==> src/rtl/fetch_stage.sv <==
// IF stage: owns the PC, addresses instruction memory and fills the IF/ID register.
// Redirects from EX flush IF/ID to a bubble; stalls freeze PC and IF/ID.
module fetch_stage #(
    parameter int unsigned           DATA_WIDTH = 32,
    parameter logic [DATA_WIDTH-1:0] RESET_PC   = 32'h0000_0000,
    parameter logic [DATA_WIDTH-1:0] NOP_INSTR  = 32'h0000_0013
) (
    input  logic                  clk,
    input  logic                  rst,
    input  logic                  stall_i,
    input  logic                  redirect_i,
    input  logic [DATA_WIDTH-1:0] redirect_pc_i,
    output logic [DATA_WIDTH-1:0] imem_addr_o,
    input  logic [DATA_WIDTH-1:0] imem_instr_i,
    output logic [DATA_WIDTH-1:0] id_instr_o,
    output logic [DATA_WIDTH-1:0] id_pc_o,
    output logic [DATA_WIDTH-1:0] id_pc_plus4_o,
    output logic                  id_valid_o,
    output logic [31:0]           fetch_count_o
);

    typedef enum logic [1:0] {
        ACT_ADVANCE,
        ACT_STALL,
        ACT_REDIRECT
    } fetch_action_t;

    localparam logic [DATA_WIDTH-1:0] PC_STEP    = DATA_WIDTH'(4);
    localparam logic [DATA_WIDTH-1:0] ALIGN_MASK = ~DATA_WIDTH'(3);

    fetch_action_t         action;
    logic [DATA_WIDTH-1:0] pc;
    logic [DATA_WIDTH-1:0] pc_plus4;
    logic [DATA_WIDTH-1:0] redirect_target;
    logic                  count_saturated;

    assign imem_addr_o     = pc;
    assign pc_plus4        = pc + PC_STEP;
    assign redirect_target = redirect_pc_i & ALIGN_MASK;
    assign count_saturated = (fetch_count_o == '1);

    // Redirect wins over stall: the stalled instruction is on the wrong path anyway.
    always_comb begin
        action = ACT_ADVANCE;
        if (redirect_i) begin
            action = ACT_REDIRECT;
        end else if (stall_i) begin
            action = ACT_STALL;
        end
    end

    always_ff @(posedge clk) begin
        if (rst) begin
            pc            <= RESET_PC & ALIGN_MASK;
            id_instr_o    <= NOP_INSTR;
            id_pc_o       <= '0;
            id_pc_plus4_o <= '0;
            id_valid_o    <= 1'b0;
            fetch_count_o <= '0;
        end else begin
            case (action)
                ACT_REDIRECT: begin
                    pc            <= redirect_target;
                    id_instr_o    <= NOP_INSTR;
                    id_pc_o       <= '0;
                    id_pc_plus4_o <= '0;
                    id_valid_o    <= 1'b0;
                end
                ACT_ADVANCE: begin
                    pc            <= pc_plus4;
                    id_instr_o    <= imem_instr_i;
                    id_pc_o       <= pc;
                    id_pc_plus4_o <= pc_plus4;
                    id_valid_o    <= 1'b1;
                    if (!count_saturated) begin
                        fetch_count_o <= fetch_count_o + 32'd1;
                    end
                end
                default: begin
                end
            endcase
        end
    end

endmodule
==> config.mk <==
export PLATFORM = sky130hd
export DESIGN_NAME = fetch_stage
export DESIGN_NICKNAME = d
export VERILOG_FILES = /design/src/rtl/fetch_stage.sv
export SDC_FILE = /design/constraint.sdc
export NUM_CORES = 1
export LEC_CHECK = 0
export CORE_MARGIN = 2
export CORE_UTILIZATION = 46
export CTS_BUF_LIST = sky130_fd_sc_hd__clkbuf_16
export DETAILED_ROUTE_END_ITERATION = 7
export HOLD_SLACK_MARGIN = 0.06
export PLACE_DENSITY = 0.85
export SYNTH_ARGS = -nofsm -noshare
export SYNTH_HDL_FRONTEND = slang
export SYNTH_SLANG_ARGS = --single-unit
==> constraint.sdc <==
create_clock -name clk -period 2.6 [get_ports clk]
set_clock_uncertainty 0.05 [all_clocks]
set_input_delay 0.52 -clock clk [delete_from_list [all_inputs] [get_ports clk]]
set_output_delay 0.52 -clock clk [all_outputs]
set_load 0.01 [all_outputs]
### After elaboration in Yosys (flattened, before gate mapping)

Cells that the tools add are included.

* $add $sub $neg: 2
* equality and inequality tests: 2
* multiplexer cells: 7
* bitwise operators: 1
* reductions and logical operators: 3

Operators by type and width (number)
* $pmux 32 s2: 4
* $add 32x1->32 const B: 1
* $add 32x3->32 const B: 1
* $eq 32x32->1 const B: 1
* $eq 2x2->1 const B: 1
* $logic_not 2->1: 1
* $mux 2: 1
* $pmux 1 s2: 1
* $reduce_and 2->1: 1
* $reduce_bool 2->1: 1
* $mux 1: 1
* $not 1->1: 1

* register bits after elaboration: 161
* input bits: 68
* output and inout port bits: 161
* word-level logic and storage cells: 21

### Longest topological paths before layout

Gate-level depths: netlist (run 1).

* depth after elaboration: 4
* gate-level depth with buffers: 8
* depth with buffers taken out: 6

### Worst setup path after synthesis (run 1)

Ideal clock, no wire load.

* path kind: input-to-reg
* start: in stall_i
* end: reg fetch_count_o[30]
* setup time: 0.071 ns
* arrival time: 2.088 ns
* required time: 2.479 ns
* setup slack: 0.392 ns
* cell stages on the path: 6
* buffers on the path: 1
* cell sequence: or2_4 > or2_0 > or4_1 > buf_2 > or3_1 > a21oi_1

* word-level cells in the longest chain between the ends: 4

RTL lines
* from (decl): line 10 `input logic stall_i,`
* $mux 1: line 47 `end else if (stall_i) begin`
* $mux 2: line 45 `if (redirect_i) begin`
* $logic_not 2->1: line 61 `case (action)`
* $reduce_and 2->1 (no line)
* to (signal assigned): line 76 `fetch_count_o <= fetch_count_o + 32'd1;`
* to (decl): line 19 `output logic [31:0] fetch_count_o`

Every way passes these cells.
A chain may end at the register's enable or synchronous reset.

### Worst setup path after layout (run 1)

* start: in redirect_i
* end: reg fetch_count_o[22]

* word-level cells in the longest chain between the ends: 3

RTL lines
* from (decl): line 11 `input logic redirect_i,`
* $mux 2: line 45
* $logic_not 2->1: line 61
* $reduce_and 2->1 (no line)

Every way passes these cells.

==> results of run 1 <==
[worst max-delay path: stages]
cell and delay [ns]:
clkdlybuf4s50_1 0.42, or2_4 0.25, or2_0 0.24, or4_1 0.58
buf_4 0.19, or3_1 0.30, a21oi_1 0.16
[metal layers]
metal	share of wire (%)	vias to the layer above	GRT usage (%)
met1	43	3061	30.3
met5	0	-	0
met3	6.4	25	6.37
li1	-	3230	-
met2	49	205	39.6
met4	1.8	0	8.02
[final timing paths]
check                      end             start  cells past startpoint  slack (ns)
max          fetch_count_o[22]        redirect_i                      7        0.23
max reg2reg  fetch_count_o[13]  fetch_count_o[0]                      5        0.27
min reg2reg   id_pc_plus4_o[4]  id_pc_plus4_o[4]                      2        0.40
min           id_pc_plus4_o[4]  id_pc_plus4_o[4]                      2        0.40
[cells by family (layout without fill, tap and decap cells)]
logic type | count (synthesis) | in the layout | synth area share [%]
buffers and inverters | 75 | 295 | 4.67
flip-flops | 155 | 155 | 44.2
adder cells (fa/ha/maj) | 2 | 2 | 0.356
AND/OR/NAND/NOR | 332 | 332 | 23.4
AO/OA/AOI/OAI | 111 | 111 | 10.2
XOR/XNOR | 56 | 56 | 6.98
other | 1 | 6 | 0.0534
multiplexers | 71 | 71 | 10.2
[sequential cells by signal, summed over array words and instances (netlist names)]
signal / flops
id_pc_plus4_o: 30
fetch_count_o: 32
id_pc_o: 30
id_instr_o: 32
id_valid_o: 1
imem_addr_o: 30
[Yosys cell counts (all sizes together), types with 3 or more instances]
library cell / n / area, sq um
a211oi: 17 / 128
a21o: 3 / 22.5
a21oi: 40 / 226
and2: 7 / 43.8
and3: 14 / 87.6
and4: 8 / 70.1
buf: 24 / 136
clkbuf: 42 / 158
dfxtp: 155 / 3100
inv: 8 / 30.0
mux2: 4 / 45.0
mux2i: 67 / 671
nand2: 68 / 258
nand3: 16 / 80.1
nand4: 26 / 175
nor2: 118 / 443
nor2b: 3 / 18.8
nor3: 15 / 75.1
nor4: 25 / 175
o21ai: 34 / 193
o21bai: 4 / 30.0
o31ai: 3 / 36.3
or2: 6 / 40.0
or3: 18 / 113
or4: 5 / 37.5
xnor2: 39 / 342
xor2: 17 / 149
[cells in the final DEF (no fill, tap or decap), drive strengths merged, types with 2 or more instances in the layout]
| cell | instances |
|---|---|
| mux2i | 67 |
| a211oi | 17 |
| o21ai | 34 |
| nand2 | 68 |
| or2 | 6 |
| nor4b | 2 |
| nor2b | 3 |
| xor2 | 17 |
| o31ai | 3 |
| nor2 | 118 |
| and2 | 7 |
| bufinv | 2 |
| clkinv | 10 |
| nand4 | 26 |
| a21o | 3 |
| a21oi | 40 |
| inv | 10 |
| nor4 | 25 |
| nand3 | 16 |
| buf | 36 |
| or3 | 18 |
| clkbuf | 17 |
| clkdlybuf4s50 | 218 |
| or4 | 5 |
| o21bai | 4 |
| a2111oi | 2 |
| ha | 2 |
| a311oi | 2 |
| conb | 6 |
| and3 | 14 |
| mux2 | 4 |
| nor3 | 15 |
| xnor2 | 39 |
| dfxtp | 155 |
| clkinvlp | 2 |
| and4 | 8 |
[metrics by stage]
stage	setup slack, ns	total power, mW	std cells
after CTS	0.246	5.59	1216
after global routing	0.140	5.76	1216
final	0.233	5.54	1216
after global placement	-0.132	3.17	1184
after detailed placement	-0.185	3.19	1184
after floorplan	0.392	2.86	808
[area by class of cell]
type | count | area share, %
Clock buffer | 17 | 4.24
Timing Repair Buffer | 254 | 24.7
Multi-Input combinational cell | 578 | 36.0
Sequential cell | 155 | 30.9
Clock inverter | 15 | 1.48
Tap cell | 188 | 2.34
Inverter | 9 | 0.337
[power by group]
part	switching, mW	total, mW	internal [mW]	leakage (nW)
combinational	0.276	0.610	0.334	2.12
clock	0.998	2.41	1.41	0.276
sequential	0.0810	2.53	2.44	1.26
total	1.36	5.54	4.19	3.66
==> results.json, run 1 <==
{
  "grt_start_max_net_pins": 103,
  "final_core_util_pct": 66.5,
  "synth.cell_area_sq_um": 7030,
  "clkLatencyLatePin_ns": 0.42,
  "cap_violations": 0,
  "htreeDepth": 4,
  "setup_violations": 0,
  "crit_fanout": 9,
  "pin_count": 229,
  "worst-slew-pin-transition_ns": 0.658,
  "coreArea_sq_um": 15100,
  "fmax_mhz": 422,
  "power_density_nw_per_um2": 552,
  "nNetsFinal": 1085,
  "routed_wirelength_mm": 19.6,
  "hold_class": "flip-flop to flip-flop",
  "synth_edf_count": 0,
  "place.gp.congestion": 0.833,
  "end_kind": "flip-flop",
  "placementRows": 45,
  "grt_pass1_wl_mm": 31.2,
  "startpoint_type": "input port",
  "cts_resized": 0,
  "drive_gt1_share_pct": 9.34,
  "overflow": 0,
  "p_leak_nw": 3.66,
  "required_ns": 2.89,
  "criticalPathCategory": "input port to flip-flop",
  "crit_arrival_ns": 2.66,
  "ant_nets": 0,
  "drtIter0Drc": 466,
  "slew_viol_final": 0,
  "viasPerCell": 5.36,
  "initial_core_util_pct": 46.6,
  "die-area_sq_um": 16300,
  "layout_min_cycle_time_ns": 2.37,
  "synthFlopType": "dfxtp_1",
  "cts_tree": "yes",
  "clk_pin_slew_ns": 0.06,
  "status": "finished, final reports clean",
  "cts_buffers": 17,
  "wl_per_cell_um": 16.1,
  "yosysSeqAreaShare_pct": 44.2,
  "diodes": 0,
  "synthDistinctLibCells": 53,
  "clock_sinks": 155,
  "dp_hpwl_mm": 13.9,
  "dr.pass1.iters": 6,
  "die_y_um": 128,
  "synthArstFlopShare_pct": 0,
  "syn_inst": 803,
  "finalHoldViolCount": 0,
  "ctsLongestPathBuffers": 2,
  "cts_hold_buf": 0,
  "grt_pass1_vias": 6030,
  "holdWs_ns": 0.403,
  "relSlewSlack_pct": 56.1,
  "drcViolationCount": 0,
  "multi_input_area_sq_um": 3610,
  "die_w_um": 128,
  "root_buffer": "clkbuf_16",
  "cts_setup_buffers": 0,
  "fin_area_sq_um": 10000,
  "syn_avg_cell_area_sq_um": 8.75,
  "setup_tns_ns": 0,
  "io_buffers": 220,
  "final-seq-area_sq_um": 3100,
  "area_growth_pct": 42.8,
  "antenna_found_initial": 0,
  "dpl_cell_area_sq_um": 9460,
  "routed-via-count": 6521,
  "rsz0062_at_grt": "no",
  "ys_ff_latch": 155,
  "grt_usage_pct": 23.9,
  "nFillCells": 1210,
  "finalCritPeriodShare_pct": 91.0,
  "synth_warnings": 0,
  "irDropWorstVdd_mv": 0.432
}
Note: power is estimated with default switching activity, not from simulation.
==> inputs of run 2 (changes only) <==
--- a/config.mk
+++ b/config.mk
@@ -5,12 +5,14 @@
 export SDC_FILE = /design/constraint.sdc
 export NUM_CORES = 1
 export LEC_CHECK = 0
+export CELL_PAD_IN_SITES_DETAIL_PLACEMENT = 0
+export CELL_PAD_IN_SITES_GLOBAL_PLACEMENT = 1
 export CORE_MARGIN = 2
-export CORE_UTILIZATION = 46
+export CORE_UTILIZATION = 34
 export CTS_BUF_LIST = sky130_fd_sc_hd__clkbuf_16
 export DETAILED_ROUTE_END_ITERATION = 7
 export HOLD_SLACK_MARGIN = 0.06
-export PLACE_DENSITY = 0.85
+export PLACE_DENSITY = 0.86
 export SYNTH_ARGS = -nofsm -noshare
 export SYNTH_HDL_FRONTEND = slang
 export SYNTH_SLANG_ARGS = --single-unit
==> constraint.sdc (replaced) <==
create_clock -name clk -period 2.5 [get_ports clk]
set_clock_uncertainty 0.05 [all_clocks]
set_input_delay 0.5 -clock clk [delete_from_list [all_inputs] [get_ports clk]]
set_output_delay 0.5 -clock clk [all_outputs]
set_load 0.01 [all_outputs]
==> results.json, run 2 (same netlist as run 1, synthesis figures left out) <==
{
  "grt_start_max_net_pins": 103,
  "status": "finished, final reports clean",
  "grt_pass1_wl_mm": 33.4,
  "grt_usage_pct": 19.1,
  "reg_top3": "fetch_count_o: 32 flops, id_instr_o: 32 flops",
  "rsz0062_at_grt": "no",
  "slew_viol_final": 0,
  "crit_path_end": "fetch_count_o[13]",
  "cts_tree": "yes",
  "die-area_sq_um": 21800,
  "layout_commonest_cell": "clkdlybuf4s50_1",
  "required_ns": 2.75,
  "diodes": 0,
  "grt_pass1_vias": 6175,
  "nNetsFinal": 1108,
  "pin_count": 229,
  "clk_pin_slew_ns": 0.06,
  "startpoint_type": "flip-flop",
  "crit_arrival_ns": 2.61,
  "cap_violations": 0,
  "final_core_util_pct": 51.3,
  "r2r_slack_ns": 0.14,
  "crit_fanout": 7,
  "dp_hpwl_mm": 14.7,
  "worstReg2RegEnd": "fetch_count_o[13]",
  "worst-slew-pin-transition_ns": 0.724,
  "io_buffers": 220,
  "ctsLongestPathBuffers": 2,
  "dr.pass1.iters": 4,
  "overflow": 0,
  "drtIter0Drc": 304,
  "routed-via-count": 6562,
  "relSlewSlack_pct": 51.7,
  "irDropWorstVdd_mv": 0.442,
  "critPathLaunch": "fetch_count_o[1]",
  "rr_worst_depth": 6,
  "antenna_found_initial": 1,
  "hold_start": "id_pc_plus4_o[4]",
  "drcViolationCount": 0,
  "htreeDepth": 4,
  "p_leak_nw": 3.81,
  "cts_setup_buffers": 0,
  "wl_per_cell_um": 15.9,
  "end_kind": "flip-flop",
  "die_y_um": 148,
  "ant_nets": 0,
  "initial_core_util_pct": 34.7,
  "clock_sinks": 155,
  "layout_common_cells": "clkdlybuf4s50_1, dfxtp_1, nor2_1, mux2i_1, nand2_1",
  "power.total_mw": 6.13,
  "criticalPathCategory": "flip-flop to flip-flop",
  "finalHoldViolCount": 0,
  "viasPerCell": 4.97,
  "drive_gt1_share_pct": 11.4,
  "setup_violations": 0,
  "power_density_nw_per_um2": 590,
  "hold_class": "flip-flop to flip-flop",
  "die_w_um": 148,
  "root_buffer": "clkbuf_16",
  "layout_min_cycle_time_ns": 2.36,
  "finalCritPeriodShare_pct": 94.3,
  "coreArea_sq_um": 20200,
  "placementRows": 52,
  "cts_resized": 0,
  "routed_wirelength_mm": 21.0,
  "place.gp.congestion": 0.844,
  "clkLatencyLatePin_ns": 0.42,
  "rr_startpoint": "fetch_count_o[1]",
  "cts_buffers": 17,
  "area_growth_pct": 47.8,
  "fmax_mhz": 424,
  "setup_tns_ns": 0
}
==> run 2: changes by cell type in the layout (fill, tap and decap cells not counted), sizes merged <==
cell,delta
buf,+23
bufinv,+3
clkinv,-4
inv,+1
==> run 2: where the power goes <==
group	leakage, nW	internal (mW)	switching [mW]	total [mW]
registers	1.26	2.54	0.0655	2.61
clock network	0.313	1.77	1.07	2.85
logic	2.24	0.360	0.311	0.671
total	3.81	4.68	1.45	6.13
==> run 2: stage by stage <==
| step | area [sq um] | hold WS, ns | setup WS [ns] | cells |
|---|---|---|---|---|
| 2_1_floorplan | 7040 | 0.426 | 0.312 | 808 |
| 3_3_place_gp | 9740 | 0.386 | -0.234 | 1289 |
| 3_5_place_dp | 9740 | 0.392 | -0.248 | 1289 |
| 4_1_cts | 10400 | 0.404 | 0.0662 | 1321 |
| 5_1_grt | 10400 | 0.423 | 0.0437 | 1321 |
| 6_report | 10400 | 0.401 | 0.143 | 1321 |
==> run 2: repair_timing <==
action                                  in CTS  in global routing
endpoints found under the setup margin       0                  2
hold buffers                                 0                  0
hold endpoints to repair                     0                  0
==> run 2: routing by layer <==
layer,routed length [um],up-vias,track usage [%]
met2,10100,170,31.0
met3,1310,26,4.72
met1,9270,3099,24.9
met5,0,-,0
li1,-,3267,-
met4,355,0,6.25
==> run 2: worst min path at each step <==
| stage | end | slack [ns] | cells past startpoint |
|---|---|---|---|
| 5_1_grt | id_pc_plus4_o[16] | 0.42 | 2 |
| 6_report | id_pc_plus4_o[4] | 0.40 | 2 |
| 3_5_place_dp | id_pc_plus4_o[31] | 0.39 | 1 |
| 4_1_cts | id_pc_plus4_o[4] | 0.40 | 2 |
| 3_3_place_gp | id_pc_plus4_o[20] | 0.39 | 2 |
| 2_1_floorplan | id_pc_plus4_o[12] | 0.43 | 2 |
==> run 2: worst max-delay path: stages, from the launching register on <==
cell and delay (ns):
dfxtp_1 0.34, ha_1 0.18, nand3_1 0.18, or4_1 0.59, buf_4 0.21, o311ai_1 0.33, mux2_2 0.37
==> run 2: layout make-up <==
cell class              instances  area (sq um)
clock buffers                  17           425
clock inverters                15           221
fillers                      1886          9850
inverters                       9          33.8
multi-input cells             578          3610
flip-flops and latches        155          3100
well taps                     270           338
repair buffers                277          2650
==> inputs of run 3 (changes only) <==
--- a/config.mk
+++ b/config.mk
@@ -7,7 +7,7 @@
 export LEC_CHECK = 0
 export CELL_PAD_IN_SITES_DETAIL_PLACEMENT = 0
 export CELL_PAD_IN_SITES_GLOBAL_PLACEMENT = 1
-export CORE_MARGIN = 2
+export CORE_MARGIN = 10
 export CORE_UTILIZATION = 34
 export CTS_BUF_LIST = sky130_fd_sc_hd__clkbuf_16
 export DETAILED_ROUTE_END_ITERATION = 7
==> results.json, run 3 (same netlist as run 1, synthesis figures left out) <==
{
  "grt_usage_pct": 16.6,
  "grt_start_max_net_pins": 70,
  "root_buffer": "clkbuf_16",
  "reg_top3": "fetch_count_o: 32 flops, id_instr_o: 32 flops",
  "status": "finished, final reports clean",
  "worst-slew-pin-transition_ns": 0.780,
  "startpoint_type": "flip-flop",
  "crit_fanout": 7,
  "cts_setup_buffers": 0,
  "grt_pass1_wl_mm": 35.5,
  "place.gp.congestion": 0.844,
  "grt_pass1_vias": 6362,
  "clkLatencyLatePin_ns": 0.42,
  "coreArea_sq_um": 20300,
  "clk_pin_slew_ns": 0.07,
  "dp_hpwl_mm": 17.0,
  "initial_core_util_pct": 34.6,
  "criticalPathCategory": "flip-flop to flip-flop",
  "p_leak_nw": 3.80,
  "area_growth_pct": 47.3,
  "setup_violations": 0,
  "layout_setup_ws_ns": 0.166,
  "viasPerCell": 4.91,
  "hold_class": "flip-flop to flip-flop",
  "ctsLongestPathBuffers": 2,
  "cts_resized": 0,
  "layout_common_cells": "clkdlybuf4s50_1, dfxtp_1, nor2_1, mux2i_1, nand2_1",
  "slew_viol_final": 0,
  "relSlewSlack_pct": 48.0,
  "power_density_nw_per_um2": 575,
  "rsz0062_at_grt": "no",
  "layout_min_cycle_time_ns": 2.33,
  "routed-via-count": 6492,
  "crit_arrival_ns": 2.60,
  "final-seq-area_sq_um": 3100,
  "pin_count": 229,
  "cap_violations": 0,
  "die-area_sq_um": 26800,
  "required_ns": 2.77,
  "nNetsFinal": 1109,
  "drive_gt1_share_pct": 11.4,
  "wl_per_cell_um": 17.4,
  "final_core_util_pct": 51.0,
  "routed_wirelength_mm": 23.0,
  "layout_commonest_cell": "clkdlybuf4s50_1",
  "finalCritPeriodShare_pct": 93.4,
  "multi_input_area_sq_um": 3610,
  "pre_cts_ws_ns": -0.260,
  "drtIter0Drc": 284,
  "cts_buffers": 17,
  "ant_nets": 0,
  "fmax_mhz": 428,
  "io_buffers": 220,
  "die_w_um": 164,
  "nFillCells": 1956,
  "irDropWorstVdd_mv": 0.450,
  "die_y_um": 164,
  "antenna_found_initial": 1,
  "finalHoldViolCount": 0,
  "drcViolationCount": 0,
  "end_kind": "flip-flop",
  "dr.pass1.iters": 4,
  "overflow": 0,
  "cts_hold_buf": 0,
  "cts_tree": "yes",
  "clock_sinks": 155,
  "placementRows": 52,
  "htreeDepth": 4
}
## run 3: area by class of cell
type | instances | area share, %
Clock inverter | 15 | 1.70
Clock buffer | 17 | 4.11
Inverter | 9 | 0.326
Tap cell | 270 | 3.26
Multi-Input combinational cell | 578 | 34.9
Sequential cell | 155 | 30.0
Antenna cell | 1 | 0.0242
Timing Repair Buffer | 278 | 25.7
## run 3: report_power, final
group,total (mW),switching [mW],internal [mW]
sequential,2.60,0.0612,2.54
clock,2.67,1.09,1.57
combinational,0.684,0.319,0.364
## run 3: per-layer routing
layer  global-route usage, %  share of wire, %  wire length [um]  vias up
li1                        -                 -                 -     3269
met1                    19.7                42              9740     3059
met2                    28.8                50             11600      142
met3                    4.56               6.1              1400       22
met4                    4.71               1.3               291        0
met5                       0                 0                 0        -
## run 3: critical path, stage by stage, from the launching register on
cell and delay [ns]:
dfxtp_1 0.34, ha_1 0.17, nand3_1 0.16, or4_1 0.59
buf_4 0.21, o311ai_1 0.33, mux2_2 0.37
## run 3: worst paths after layout
path	startpoint	end	slack, ns	depth (start not counted)
worst max register to register	fetch_count_o[0]	fetch_count_o[13]	0.17	6
worst min-delay path	id_pc_plus4_o[31]	id_pc_plus4_o[31]	0.40	1
worst max-delay path	fetch_count_o[0]	fetch_count_o[13]	0.17	6
worst min register to register	id_pc_plus4_o[31]	id_pc_plus4_o[31]	0.40	1
## run 3: metrics by stage
step | cell area [sq um] | hold WS (ns) | TNS, ns | total power [mW] | cells
after global placement | 9740 | 0.384 | -1.10 | 3.34 | 1290
after global routing | 10300 | 0.420 | 0 | 6.18 | 1322
after CTS | 10300 | 0.406 | 0 | 6.03 | 1322
after detailed placement | 9740 | 0.391 | -1.46 | 3.35 | 1290
final | 10300 | 0.399 | 0 | 5.95 | 1323
after floorplan | 7040 | 0.426 | 0 | 2.97 | 808
